**config.mk**
```make
export PLATFORM = sky130hd
export DESIGN_NAME = fetch_controller
export DESIGN_NICKNAME = d
export VERILOG_FILES = /design/src/rtl/fetch_controller.sv
export SDC_FILE = /design/constraint.sdc
export NUM_CORES = 1
export LEC_CHECK = 0
export CAP_MARGIN = 20
export CELL_PAD_IN_SITES_DETAIL_PLACEMENT = 1
export CELL_PAD_IN_SITES_GLOBAL_PLACEMENT = 1
export CORE_UTILIZATION = 33
export DETAILED_ROUTE_END_ITERATION = 12
export PLACE_DENSITY = 0.83
export SLEW_MARGIN = 10
export SYNTH_ARGS = -nofsm -noshare
export SYNTH_HDL_FRONTEND = slang
export SYNTH_SLANG_ARGS = --single-unit
```
**constraint.sdc**
```tcl
create_clock -name clk -period 2.8 [get_ports clk]
set_input_delay 0.56 -clock clk [delete_from_list [all_inputs] [get_ports clk]]
set_output_delay 0.56 -clock clk [all_outputs]
set_load 0.02 [all_outputs]
```
**src/rtl/fetch_controller.sv**
```systemverilog
// Instruction fetch controller: single outstanding fetch, branch redirect with
// in-flight discard, one-deep output hold, and a program-loader memory takeover.
module fetch_controller #(
    parameter logic [31:0] RESET_PC = 32'h0000_0000,
    parameter logic [31:0] NOP      = 32'h0000_0000
) (
    input  logic        clk,
    input  logic        in_rst_n,
    input  logic        in_PCSrc,
    input  logic [31:0] in_branch_address,
    input  logic        in_stall,
    input  logic        in_mem_ack,
    input  logic [31:0] in_mem_rdata,
    output logic        out_mem_req,
    output logic        out_mem_we,
    output logic [31:0] out_mem_addr,
    output logic [31:0] out_mem_wdata,
    input  logic        in_load_req,
    input  logic        in_load_valid,
    input  logic [31:0] in_load_addr,
    input  logic [31:0] in_load_data,
    output logic        out_load_grant,
    output logic        out_load_ack,
    output logic [31:0] instruction_out,
    output logic [31:0] pc_plus_four_out,
    output logic        out_valid
);

    typedef enum logic [2:0] {
        S_IDLE,
        S_FETCH,
        S_HOLD,
        S_DISCARD,
        S_LOAD
    } state_t;

    localparam logic [31:0] PC_INIT = RESET_PC & 32'hFFFF_FFFC;

    state_t      state_q, state_d;
    logic [31:0] pc_q, pc_d;
    logic [31:0] addr_q, addr_d;
    logic [31:0] instr_q, instr_d;
    logic [31:0] pc4_q, pc4_d;
    logic        valid_q, valid_d;
    logic [31:0] branch_tgt;

    assign branch_tgt = in_branch_address & 32'hFFFF_FFFC;

    always_ff @(posedge clk or negedge in_rst_n) begin
        if (!in_rst_n) begin
            state_q <= S_IDLE;
            pc_q    <= PC_INIT;
            addr_q  <= PC_INIT;
            instr_q <= NOP;
            pc4_q   <= 32'h0;
            valid_q <= 1'b0;
        end else begin
            state_q <= state_d;
            pc_q    <= pc_d;
            addr_q  <= addr_d;
            instr_q <= instr_d;
            pc4_q   <= pc4_d;
            valid_q <= valid_d;
        end
    end

    always_comb begin
        state_d        = state_q;
        pc_d           = pc_q;
        addr_d         = addr_q;
        instr_d        = instr_q;
        pc4_d          = pc4_q;
        valid_d        = valid_q;
        out_mem_req    = 1'b0;
        out_mem_we     = 1'b0;
        out_mem_addr   = addr_q;
        out_mem_wdata  = 32'h0;
        out_load_grant = 1'b0;
        out_load_ack   = 1'b0;

        case (state_q)
            // Sole arbitration point; acks arriving here belong to no request.
            S_IDLE: begin
                if (in_load_req) begin
                    state_d = S_LOAD;
                end else begin
                    state_d = S_FETCH;
                    addr_d  = pc_q;
                end
            end
            S_FETCH: begin
                out_mem_req = 1'b1;
                if (in_mem_ack) begin
                    if (in_PCSrc) begin
                        pc_d    = branch_tgt;
                        state_d = S_IDLE;
                    end else begin
                        instr_d = in_mem_rdata;
                        pc4_d   = addr_q + 32'd4;
                        pc_d    = pc_q + 32'd4;
                        valid_d = 1'b1;
                        state_d = S_HOLD;
                    end
                end else if (in_PCSrc) begin
                    pc_d    = branch_tgt;
                    state_d = S_DISCARD;
                end
            end
            // Old request must still complete; its data is thrown away.
            S_DISCARD: begin
                out_mem_req = 1'b1;
                if (in_PCSrc) pc_d = branch_tgt;
                if (in_mem_ack) state_d = S_IDLE;
            end
            S_HOLD: begin
                if (in_PCSrc || !in_stall) begin
                    if (in_PCSrc) pc_d = branch_tgt;
                    valid_d = 1'b0;
                    instr_d = NOP;
                    state_d = S_IDLE;
                end
            end
            S_LOAD: begin
                out_load_grant = 1'b1;
                out_mem_req    = in_load_valid;
                out_mem_we     = 1'b1;
                out_mem_addr   = in_load_addr;
                out_mem_wdata  = in_load_data;
                out_load_ack   = in_mem_ack;
                if (!in_load_req && (!in_load_valid || in_mem_ack)) begin
                    pc_d    = PC_INIT;
                    state_d = S_IDLE;
                end
            end
            default: state_d = S_IDLE;
        endcase
    end

    assign instruction_out  = instr_q;
    assign pc_plus_four_out = pc4_q;
    assign out_valid        = valid_q;

endmodule
```
Yosys cells after proc, flatten, opt, wreduce, memory -nomap -nowiden:

Index checks and enable logic that the tools add are counted.

* bits in registers: 132
* bits of input ports: 135
* output and inout bits: 133
* word-level logic and storage cells: 62

* add/subtract/negate cells: 2
* eq/ne operators: 10
* multiplexer cells: 27
* bitwise operators: 2
* reductions and logical operators: 15

Operators by type and width (count)
* $mux 32: 10
* $pmux 32 s4: 1
* $add 32x3->32 const B: 2
* $pmux 32 s2: 1
* $mux 3: 6
* $pmux 3 s5: 1
* $ne 2x2->1 const B: 5
* $reduce_and 4->1: 2
* $eq 3x2->1 const B: 2
* $reduce_and 3->1: 2
* $mux 1: 5
* $pmux 1 s2: 2
* $reduce_bool 4->1: 1
* $eq 3x1->1 const B: 1
* $eq 3x3->1 const B: 1
* $logic_not 1->1: 3
* $logic_not 3->1: 1
* $ne 3x3->1 const B: 1
* $logic_or 1x1->1: 2
* $mux 2: 1
* $not 1->1: 2
* $reduce_and 2->1: 1
* $reduce_bool 2->1: 1
* $reduce_or 2->1: 1
* $logic_and 1x1->1: 1

Depth between registers and ports, before layout:

Gate-level depths: netlist of run 1.

* depth after elaboration: 5
* gate-level depth with buffers: 9
* gate-level depth less buffers: 6

Least setup slack after synthesis of run 1:

Ideal clock, no wire load.

* path kind: reg2out
* from: reg state_q[1]
* to: out out_mem_addr[22]
* data arrival time: 2.018 ns
* path slack: 0.222 ns
* stages on the path, launching flop included: 9
* cell sequence: dfrtp_1 -> buf_2 -> or3b_1 -> clkbuf_1 -> inv_1 -> buf_2 -> buf_1 -> nand2_1 -> nand2_1

* word-level cells in the longest chain between the ends: 2

Ends and longest elaborated chain
* from (decl): line 39 `state_t state_q, state_d;`
* from (signal assigned): line 58 `state_q <= state_d;`
* $eq 3x3->1: line 81 `case (state_q)`
* $mux 32: line 81
* to (decl): line 16 `output logic [31:0] out_mem_addr,`

Every way passes these cells.

Worst setup path in the final report of run 1:

* from: reg state_q[0]
* to: out out_mem_addr[11]

The elaborated chain is that of the path after synthesis.

==> impl_metrics.xml, run 1 <==
<?xml version="1.0" encoding="UTF-8"?>
<metrics>
  <group name="outcome">
    <metric name="status" unit="">completed</metric>
  </group>
  <group name="cts">
    <metric name="ctsResizeCount" unit="">66</metric>
    <metric name="hold_buffer_count_at_cts" unit="">0</metric>
    <metric name="cts.clk_slew.worst_paths" unit="ps">60</metric>
    <metric name="skew_pair_late_insertion_delay" unit="ps">430</metric>
    <metric name="cts_tree" unit="">yes</metric>
    <metric name="cts_made_buffers" unit="">17</metric>
    <metric name="htreeDepth" unit="">4</metric>
    <metric name="clock-root-buffer" unit="">clkbuf_16</metric>
    <metric name="cts_sinks" unit="">132</metric>
    <metric name="clock_path_buffers" unit="">2</metric>
    <metric name="post_cts.repair.setup_buffers" unit="">0</metric>
  </group>
  <group name="synthesis">
    <metric name="synthesis.yosys.warnings" unit="">0</metric>
    <metric name="post_synthesis_sequential_area_ratio" unit="%">46.19</metric>
    <metric name="most_used_flip_flop_cell_after_synthesis" unit="">dfrtp_1</metric>
    <metric name="synth.distinct_cells" unit="">60</metric>
    <metric name="post_synth_inst_count" unit="">793</metric>
    <metric name="avgSynthCellArea" unit="um^2">9.019</metric>
    <metric name="syn-num-nets" unit="">930</metric>
    <metric name="asyncSetResetFlopFracSynth" unit="%">100.0</metric>
    <metric name="synth_seq_cells" unit="">132</metric>
    <metric name="post_synth_instance_area" unit="mm^2">0.007152</metric>
    <metric name="synth_enable_flop_cells" unit="">0</metric>
  </group>
  <group name="routing">
    <metric name="wirelength" unit="um">25560</metric>
    <metric name="first_iter_violations" unit="">400</metric>
    <metric name="first_pass_iters" unit="">4</metric>
    <metric name="via_per_inst" unit="">5.275</metric>
    <metric name="total_number_of_vias" unit="">7090</metric>
    <metric name="postRouteAntennaNets" unit="">0</metric>
    <metric name="routedWlPerCell" unit="um">19.01</metric>
    <metric name="drt_drc_violations_left" unit="">0</metric>
  </group>
  <group name="sta">
    <metric name="report.final.setup_viol" unit="">0</metric>
    <metric name="fin_worst_skew" unit="ps">12.86</metric>
    <metric name="max_clock_freq" unit="MHz">370.4</metric>
    <metric name="hold_viol_final" unit="">0</metric>
    <metric name="timing_worst_slew_pin_value" unit="ps">578.5</metric>
    <metric name="maxSlewHeadroom" unit="%">61.29</metric>
    <metric name="setup-tns-final" unit="ps">0</metric>
    <metric name="drv_slew" unit="">0</metric>
    <metric name="timing.final.crit_period" unit="ps">2700</metric>
    <metric name="fin_crit_sh" unit="%">96.41</metric>
    <metric name="unrepaired_setup_endpoints_after_global_routing" unit="">false</metric>
  </group>
  <group name="global_routing">
    <metric name="grt_first_pass_wirelength" unit="um">40460</metric>
    <metric name="grt_max_degree" unit="">53</metric>
    <metric name="grt_pass1_vias" unit="">7393</metric>
    <metric name="groute.usage.overall" unit="%">23.56</metric>
    <metric name="grt_antenna_before_repair" unit="">0</metric>
    <metric name="grt-ovfl-total" unit="">0</metric>
  </group>
  <group name="power_and_ir_drop">
    <metric name="ir_drop" unit="mV">0.4378</metric>
    <metric name="power.static_leakage" unit="nW">4.836</metric>
    <metric name="power" unit="mW">11.67</metric>
    <metric name="power-per-cell-area" unit="mW/mm^2">1081</metric>
  </group>
  <group name="critical_path">
    <metric name="crit_family" unit="">buffers and inverters</metric>
    <metric name="timing.critical_path.mode_cell" unit="">nand2_1</metric>
    <metric name="reg2reg_slack" unit="ps">380</metric>
    <metric name="critPathArrivalTime" unit="ps">2140</metric>
    <metric name="cp_capture_type" unit="">output port</metric>
    <metric name="path_buf_inv" unit="">3</metric>
    <metric name="critical_path_required_time" unit="ps">2240</metric>
    <metric name="timing.reg2reg.worst_path_depth" unit="">6</metric>
    <metric name="cp_max_fo" unit="">38</metric>
    <metric name="cp_slowest_cell" unit="">or3b_1</metric>
    <metric name="worst_setup_path_start_kind" unit="">flip-flop</metric>
    <metric name="reg2reg_to" unit="">pc_q[13]$_DFFE_PN0P_</metric>
    <metric name="reg2reg_from" unit="">state_q[0]$_DFFE_PN0P_</metric>
    <metric name="crit_chain" unit="">or3b_1 -&gt; inv_2 -&gt; buf_12 -&gt; nand2_1 -&gt; nand2_1 -&gt; dlygate4sd2_1</metric>
    <metric name="slowest_delay" unit="ps">430</metric>
    <metric name="worstSetupPathType" unit="">flip-flop to output port</metric>
  </group>
  <group name="placement">
    <metric name="placedInstanceArea" unit="mm^2">0.01025</metric>
    <metric name="dp_hpwl" unit="um">18920</metric>
    <metric name="place_inst" unit="">1312</metric>
    <metric name="io_buffers" unit="">265</metric>
    <metric name="gpl.final_weighted_congestion" unit="">0.8358</metric>
  </group>
  <group name="finish">
    <metric name="areaGrowthSynthToFinish" unit="%">50.84</metric>
    <metric name="postLayoutCellArea" unit="mm^2">0.01079</metric>
    <metric name="drive_above_1_share" unit="%">9.916</metric>
    <metric name="layout_commonest_cell" unit="">clkdlybuf4s50_1</metric>
    <metric name="layout_common_cells" unit="">clkdlybuf4s50_1 (196), nand2_1 (170), dfrtp_1 (132), dlygate4sd2_1 (65), o21ai_0 (50)</metric>
    <metric name="num-nets-final" unit="">1193</metric>
    <metric name="nFillCells" unit="">2413</metric>
    <metric name="fin_cells" unit="">1344</metric>
    <metric name="layout.core_utilization" unit="%">51.00</metric>
    <metric name="n_antenna_cell" unit="">0</metric>
  </group>
  <group name="die">
    <metric name="initial_util" unit="%">33.81</metric>
    <metric name="floorplan.die.width" unit="um">149.2</metric>
    <metric name="placeableCoreArea" unit="mm^2">0.02115</metric>
    <metric name="top_level_ports" unit="">268</metric>
    <metric name="std_cell_rows" unit="">53</metric>
    <metric name="floorplan.die_area" unit="mm^2">0.02227</metric>
    <metric name="chipHeight" unit="um">149.2</metric>
  </group>
  <group name="min_path">
    <metric name="min-delay-path-class" unit="">primary input to async pin</metric>
  </group>
  <group name="job">
    <metric name="max-cap-violations" unit="">0</metric>
  </group>
</metrics>
[flip-flops by register name, indices dropped and copies added, names as in the netlist]
signal,cells
pc_plus_four_out,32
out_valid,1
state_q,3
addr_q,32
pc_q,32
instruction_out,32
[metal layers]
layer  vias to the layer above  share of wire, %  global-route usage [%]
li1                       3346                 -                       -
met1                      3440                43                   29.92
met2                       264                48                   39.33
met3                        40               6.5                   5.138
met4                         0               1.7                   8.265
met5                         -                 0                       0
[how the worst max path moves through the flow]
stage / cells after the start / start / slack, ps / end
3_5_place_dp: 7 / in_mem_ack / 130 / pc_q[7]$_DFFE_PN0P_
3_3_place_gp: 7 / in_mem_ack / 160 / pc_q[26]$_DFFE_PN0P_
6_report: 6 / state_q[0]$_DFFE_PN0P_ / 100 / out_mem_addr[11]
2_1_floorplan: 8 / state_q[1]$_DFFE_PN0P_ / 220 / out_mem_addr[22]
4_1_cts: 4 / state_q[0]$_DFFE_PN0P_ / 10 / out_load_ack
5_1_grt: 6 / state_q[0]$_DFFE_PN0P_ / 10 / out_mem_addr[6]
[cell usage after synthesis, types with 8 or more instances]
master / count / area (um^2)
nand2_1: 170 / 638.1
and3_1: 11 / 68.82
o21ai_0: 50 / 250.2
clkbuf_1: 36 / 135.1
xor2_1: 19 / 166.4
mux2_2: 34 / 382.9
xnor2_1: 9 / 78.83
a22o_1: 34 / 297.8
nor4_1: 8 / 50.05
nand3_1: 26 / 130.1
nand4_1: 19 / 118.9
dfrtp_1: 132 / 3303
nand2b_1: 8 / 50.05
and2_1: 35 / 219.0
o211ai_1: 8 / 60.06
nor2_1: 37 / 138.9
nor3_1: 15 / 75.07
inv_1: 11 / 41.29
a21oi_1: 29 / 145.1
[worst register-to-register path, cell delays in order (launching register included)]
cell and delay, ps:
dfrtp_1 380, or3b_1 430, buf_6 220, or3_1 450
and3_1 310, o21bai_1 210, a221o_1 310
[layout make-up]
cell class	instances	area (um^2)	share of cell area (%)
multi-input combinational	600	3616	33.52
inverter	11	41.29	0.3827
sequential	132	3303	30.62
tap	275	344.1	3.190
timing repair buffer	294	2873	26.63
clock inverter	13	157.7	1.461
clock buffer	19	452.9	4.199
[per-stage QoR]
stage	worst slack, ps	hold slack [ps]
2_1_floorplan	221.8	264.4
4_1_cts	13.05	134.3
3_5_place_dp	131.4	466.1
6_report	100.4	129.5
3_3_place_gp	160.1	460.2
5_1_grt	11.00	155.9
[report_power, final]
group | total (mW) | leakage [nW] | switching, mW | internal, mW
Clock | 2.29 | 0.291 | 0.850 | 1.44
Sequential | 3.62 | 1.69 | 0.895 | 2.73
Combinational | 5.75 | 2.86 | 3.20 | 2.55
Total | 11.7 | 4.84 | 4.94 | 6.72
[cell families after synthesis]
group	Yosys count	synth area share, %
compound gates	171	16.17
fa+ha+maj	2	0.3498
mux	41	6.333
flops	132	46.19
xor+xnor	28	3.429
simple gates	358	24.00
buf+inv	61	3.534
Power figures use the tool's default switching activity.
==> run 2: changes to the inputs <==
- CAP_MARGIN: 20 -> 30
- clock period: 2.8 -> 2.7 ns (I/O delays scaled with it)
==> run 2 against run 1 <==
Design area is 0.38% higher. Via count grew 2.6%. Non-clock buffer count up 7. Sequential cell count unchanged. Combinational power increased by 5.4%. Highest routed layer unchanged.
==> impl_metrics.xml, run 2 (same netlist as run 1, synthesis figures left out) <==
<?xml version="1.0" encoding="UTF-8"?>
<metrics>
  <group name="placement">
    <metric name="gpl.final_weighted_congestion" unit="">0.8388</metric>
    <metric name="place_inst" unit="">1319</metric>
    <metric name="io_buffers" unit="">265</metric>
    <metric name="dp_hpwl" unit="um">19480</metric>
  </group>
  <group name="job">
    <metric name="max-cap-violations" unit="">0</metric>
  </group>
  <group name="sta">
    <metric name="setup-tns-final" unit="ps">0</metric>
    <metric name="report.final.setup_viol" unit="">0</metric>
    <metric name="hold_viol_final" unit="">0</metric>
    <metric name="maxSlewHeadroom" unit="%">57.55</metric>
    <metric name="drv_slew" unit="">0</metric>
    <metric name="max_clock_freq" unit="MHz">383.0</metric>
    <metric name="fin_crit_sh" unit="%">96.70</metric>
    <metric name="unrepaired_setup_endpoints_after_global_routing" unit="">false</metric>
    <metric name="fin_worst_skew" unit="ps">17.12</metric>
    <metric name="hold-worst-slack" unit="ps">137.9</metric>
    <metric name="timing_worst_slew_pin_value" unit="ps">636.8</metric>
    <metric name="timing.final.crit_period" unit="ps">2611</metric>
  </group>
  <group name="cts">
    <metric name="cts.clk_slew.worst_paths" unit="ps">60</metric>
    <metric name="cts_sinks" unit="">132</metric>
    <metric name="post_cts.repair.setup_buffers" unit="">0</metric>
    <metric name="clock_path_buffers" unit="">2</metric>
    <metric name="clock-root-buffer" unit="">clkbuf_16</metric>
    <metric name="htreeDepth" unit="">4</metric>
    <metric name="cts_made_buffers" unit="">17</metric>
    <metric name="cts_tree" unit="">yes</metric>
    <metric name="skew_pair_late_insertion_delay" unit="ps">420</metric>
  </group>
  <group name="die">
    <metric name="std_cell_rows" unit="">53</metric>
    <metric name="placeableCoreArea" unit="mm^2">0.02115</metric>
    <metric name="floorplan.die_area" unit="mm^2">0.02227</metric>
    <metric name="initial_util" unit="%">33.81</metric>
    <metric name="floorplan.die.width" unit="um">149.2</metric>
    <metric name="top_level_ports" unit="">268</metric>
    <metric name="chipHeight" unit="um">149.2</metric>
  </group>
  <group name="critical_path">
    <metric name="cp_capture_type" unit="">output port</metric>
    <metric name="critPathArrivalTime" unit="ps">2070</metric>
    <metric name="worst_setup_path_start_kind" unit="">flip-flop</metric>
    <metric name="slowest_delay" unit="ps">420</metric>
    <metric name="cp_max_fo" unit="">38</metric>
    <metric name="reg2reg_slack" unit="ps">280</metric>
    <metric name="cp_slowest_cell" unit="">or3b_1</metric>
    <metric name="reg2reg_to" unit="">pc_q[13]$_DFFE_PN0P_</metric>
    <metric name="reg2reg_from" unit="">state_q[0]$_DFFE_PN0P_</metric>
    <metric name="worst_setup_startpoint" unit="">state_q[0]$_DFFE_PN0P_</metric>
    <metric name="timing.critical_path.mode_cell" unit="">nand2_1</metric>
    <metric name="crit_chain" unit="">or3b_1 -&gt; inv_2 -&gt; buf_12 -&gt; nand2_1 -&gt; nand2_1 -&gt; dlygate4sd2_1</metric>
    <metric name="critical_path_required_time" unit="ps">2160</metric>
    <metric name="worstSetupPathType" unit="">flip-flop to output port</metric>
    <metric name="worstSetupEndpoint" unit="">out_mem_addr[9]</metric>
    <metric name="timing.reg2reg.worst_path_depth" unit="">6</metric>
  </group>
  <group name="finish">
    <metric name="layout_common_cells" unit="">clkdlybuf4s50_1 (196), nand2_1 (170), dfrtp_1 (132), dlygate4sd2_1 (63), o21ai_0 (50)</metric>
    <metric name="multi_input_area" unit="mm^2">0.003616</metric>
    <metric name="layout.core_utilization" unit="%">51.19</metric>
    <metric name="ff_latch_area" unit="mm^2">0.003303</metric>
    <metric name="areaGrowthSynthToFinish" unit="%">51.42</metric>
    <metric name="drive_above_1_share" unit="%">10.50</metric>
    <metric name="layout_commonest_cell" unit="">clkdlybuf4s50_1</metric>
    <metric name="num-nets-final" unit="">1200</metric>
    <metric name="nFillCells" unit="">2455</metric>
    <metric name="n_antenna_cell" unit="">0</metric>
    <metric name="fin_cells" unit="">1351</metric>
  </group>
  <group name="power_and_ir_drop">
    <metric name="netSwitchingFraction" unit="%">42.54</metric>
    <metric name="power-per-cell-area" unit="mW/mm^2">1124</metric>
    <metric name="ir_drop" unit="mV">0.5568</metric>
    <metric name="power.clock.fraction" unit="%">19.4</metric>
    <metric name="power" unit="mW">12.17</metric>
    <metric name="total_switching_power" unit="mW">5.176</metric>
    <metric name="share_seq_of_total_power" unit="%">30.8</metric>
    <metric name="power_report.internal_total" unit="mW">6.991</metric>
    <metric name="power.static_leakage" unit="nW">4.829</metric>
    <metric name="combPwrFrac" unit="%">49.8</metric>
  </group>
  <group name="min_path">
    <metric name="min-delay-path-class" unit="">primary input to async pin</metric>
  </group>
  <group name="outcome">
    <metric name="status" unit="">completed</metric>
  </group>
  <group name="routing">
    <metric name="via_per_inst" unit="">5.382</metric>
    <metric name="drt_drc_violations_left" unit="">0</metric>
    <metric name="first_pass_iters" unit="">5</metric>
    <metric name="first_iter_violations" unit="">382</metric>
    <metric name="postRouteAntennaNets" unit="">0</metric>
    <metric name="wirelength" unit="um">26260</metric>
    <metric name="total_number_of_vias" unit="">7271</metric>
    <metric name="routedWlPerCell" unit="um">19.44</metric>
  </group>
  <group name="global_routing">
    <metric name="grt_antenna_before_repair" unit="">0</metric>
    <metric name="groute.usage.overall" unit="%">23.90</metric>
    <metric name="grt-ovfl-total" unit="">0</metric>
    <metric name="grt_first_pass_wirelength" unit="um">41130</metric>
    <metric name="grt_pass1_vias" unit="">7542</metric>
    <metric name="grt_max_degree" unit="">53</metric>
  </group>
</metrics>
-- run 2: area by class of cell --
cell class / instances / share of cell area (%)
timing repair buffer: 301 / 26.99
clock inverter: 12 / 1.433
sequential: 132 / 30.50
clock buffer: 20 / 4.125
inverter: 11 / 0.3813
tap: 275 / 3.177
multi-input combinational: 600 / 33.39
-- run 2: repair_timing --
item,CTS,global route
setup endpoints to repair,68,5
hold buffers,0,0
resized for setup,69,7
pin swaps,0,0
-- run 2: metrics by stage --
step                area, um^2  setup WS, ps
floorplan                 7152         141.8
global placement         10310         43.82
detailed placement       10310        -92.83
CTS                      10830         33.02
global route             10830         3.056
finish                   10830         89.11
-- run 2: worst min-delay path by stage --
stage | slack (ps) | start | endpoint
3_5_place_dp | 470 | pc_plus_four_out[2]$_DFFE_PN0P_ | pc_plus_four_out[2]$_DFFE_PN0P_
4_1_cts | 150 | in_rst_n | instruction_out[16]$_DFFE_PN0P_
3_3_place_gp | 460 | pc_plus_four_out[0]$_DFFE_PN0P_ | pc_plus_four_out[0]$_DFFE_PN0P_
6_report | 140 | in_rst_n | instruction_out[16]$_DFFE_PN0P_
2_1_floorplan | 240 | in_rst_n | addr_q[0]$_DFFE_PN0P_
5_1_grt | 170 | in_rst_n | instruction_out[16]$_DFFE_PN0P_
-- run 2: power groups by stage --
stage          Clock [mW]  Sequential, mW  Combinational, mW
3_5_place_dp            0            3.76               6.37
4_1_cts              2.40            3.74               6.10
6_report             2.37            3.75               6.06
5_1_grt              2.48            3.87               6.52
3_3_place_gp            0            3.68               6.21
2_1_floorplan           0            4.00               2.93
-- run 2: critical path, delay by kind of cell (launching register included) --
family	cells	cell delay (ps)
buffers and inverters	3	690
and+or+nand+nor	3	570
DFF	1	370
-- run 2: metal layers --
metal | track usage [%] | up-vias | wire (um) | share of wire [%]
met1 | 30.30 | 3565 | 11240 | 43
li1 | - | 3354 | - | -
met4 | 7.806 | 0 | 507 | 1.9
met2 | 40.56 | 311 | 12690 | 48
met3 | 4.771 | 41 | 1819 | 6.9
met5 | 0 | - | 0 | 0
==> run 3: changes to the inputs <==
- CAP_MARGIN: 30 -> 20
==> results of run 3 <==
Final layout, timing and power as in run 2 (identical DEF).
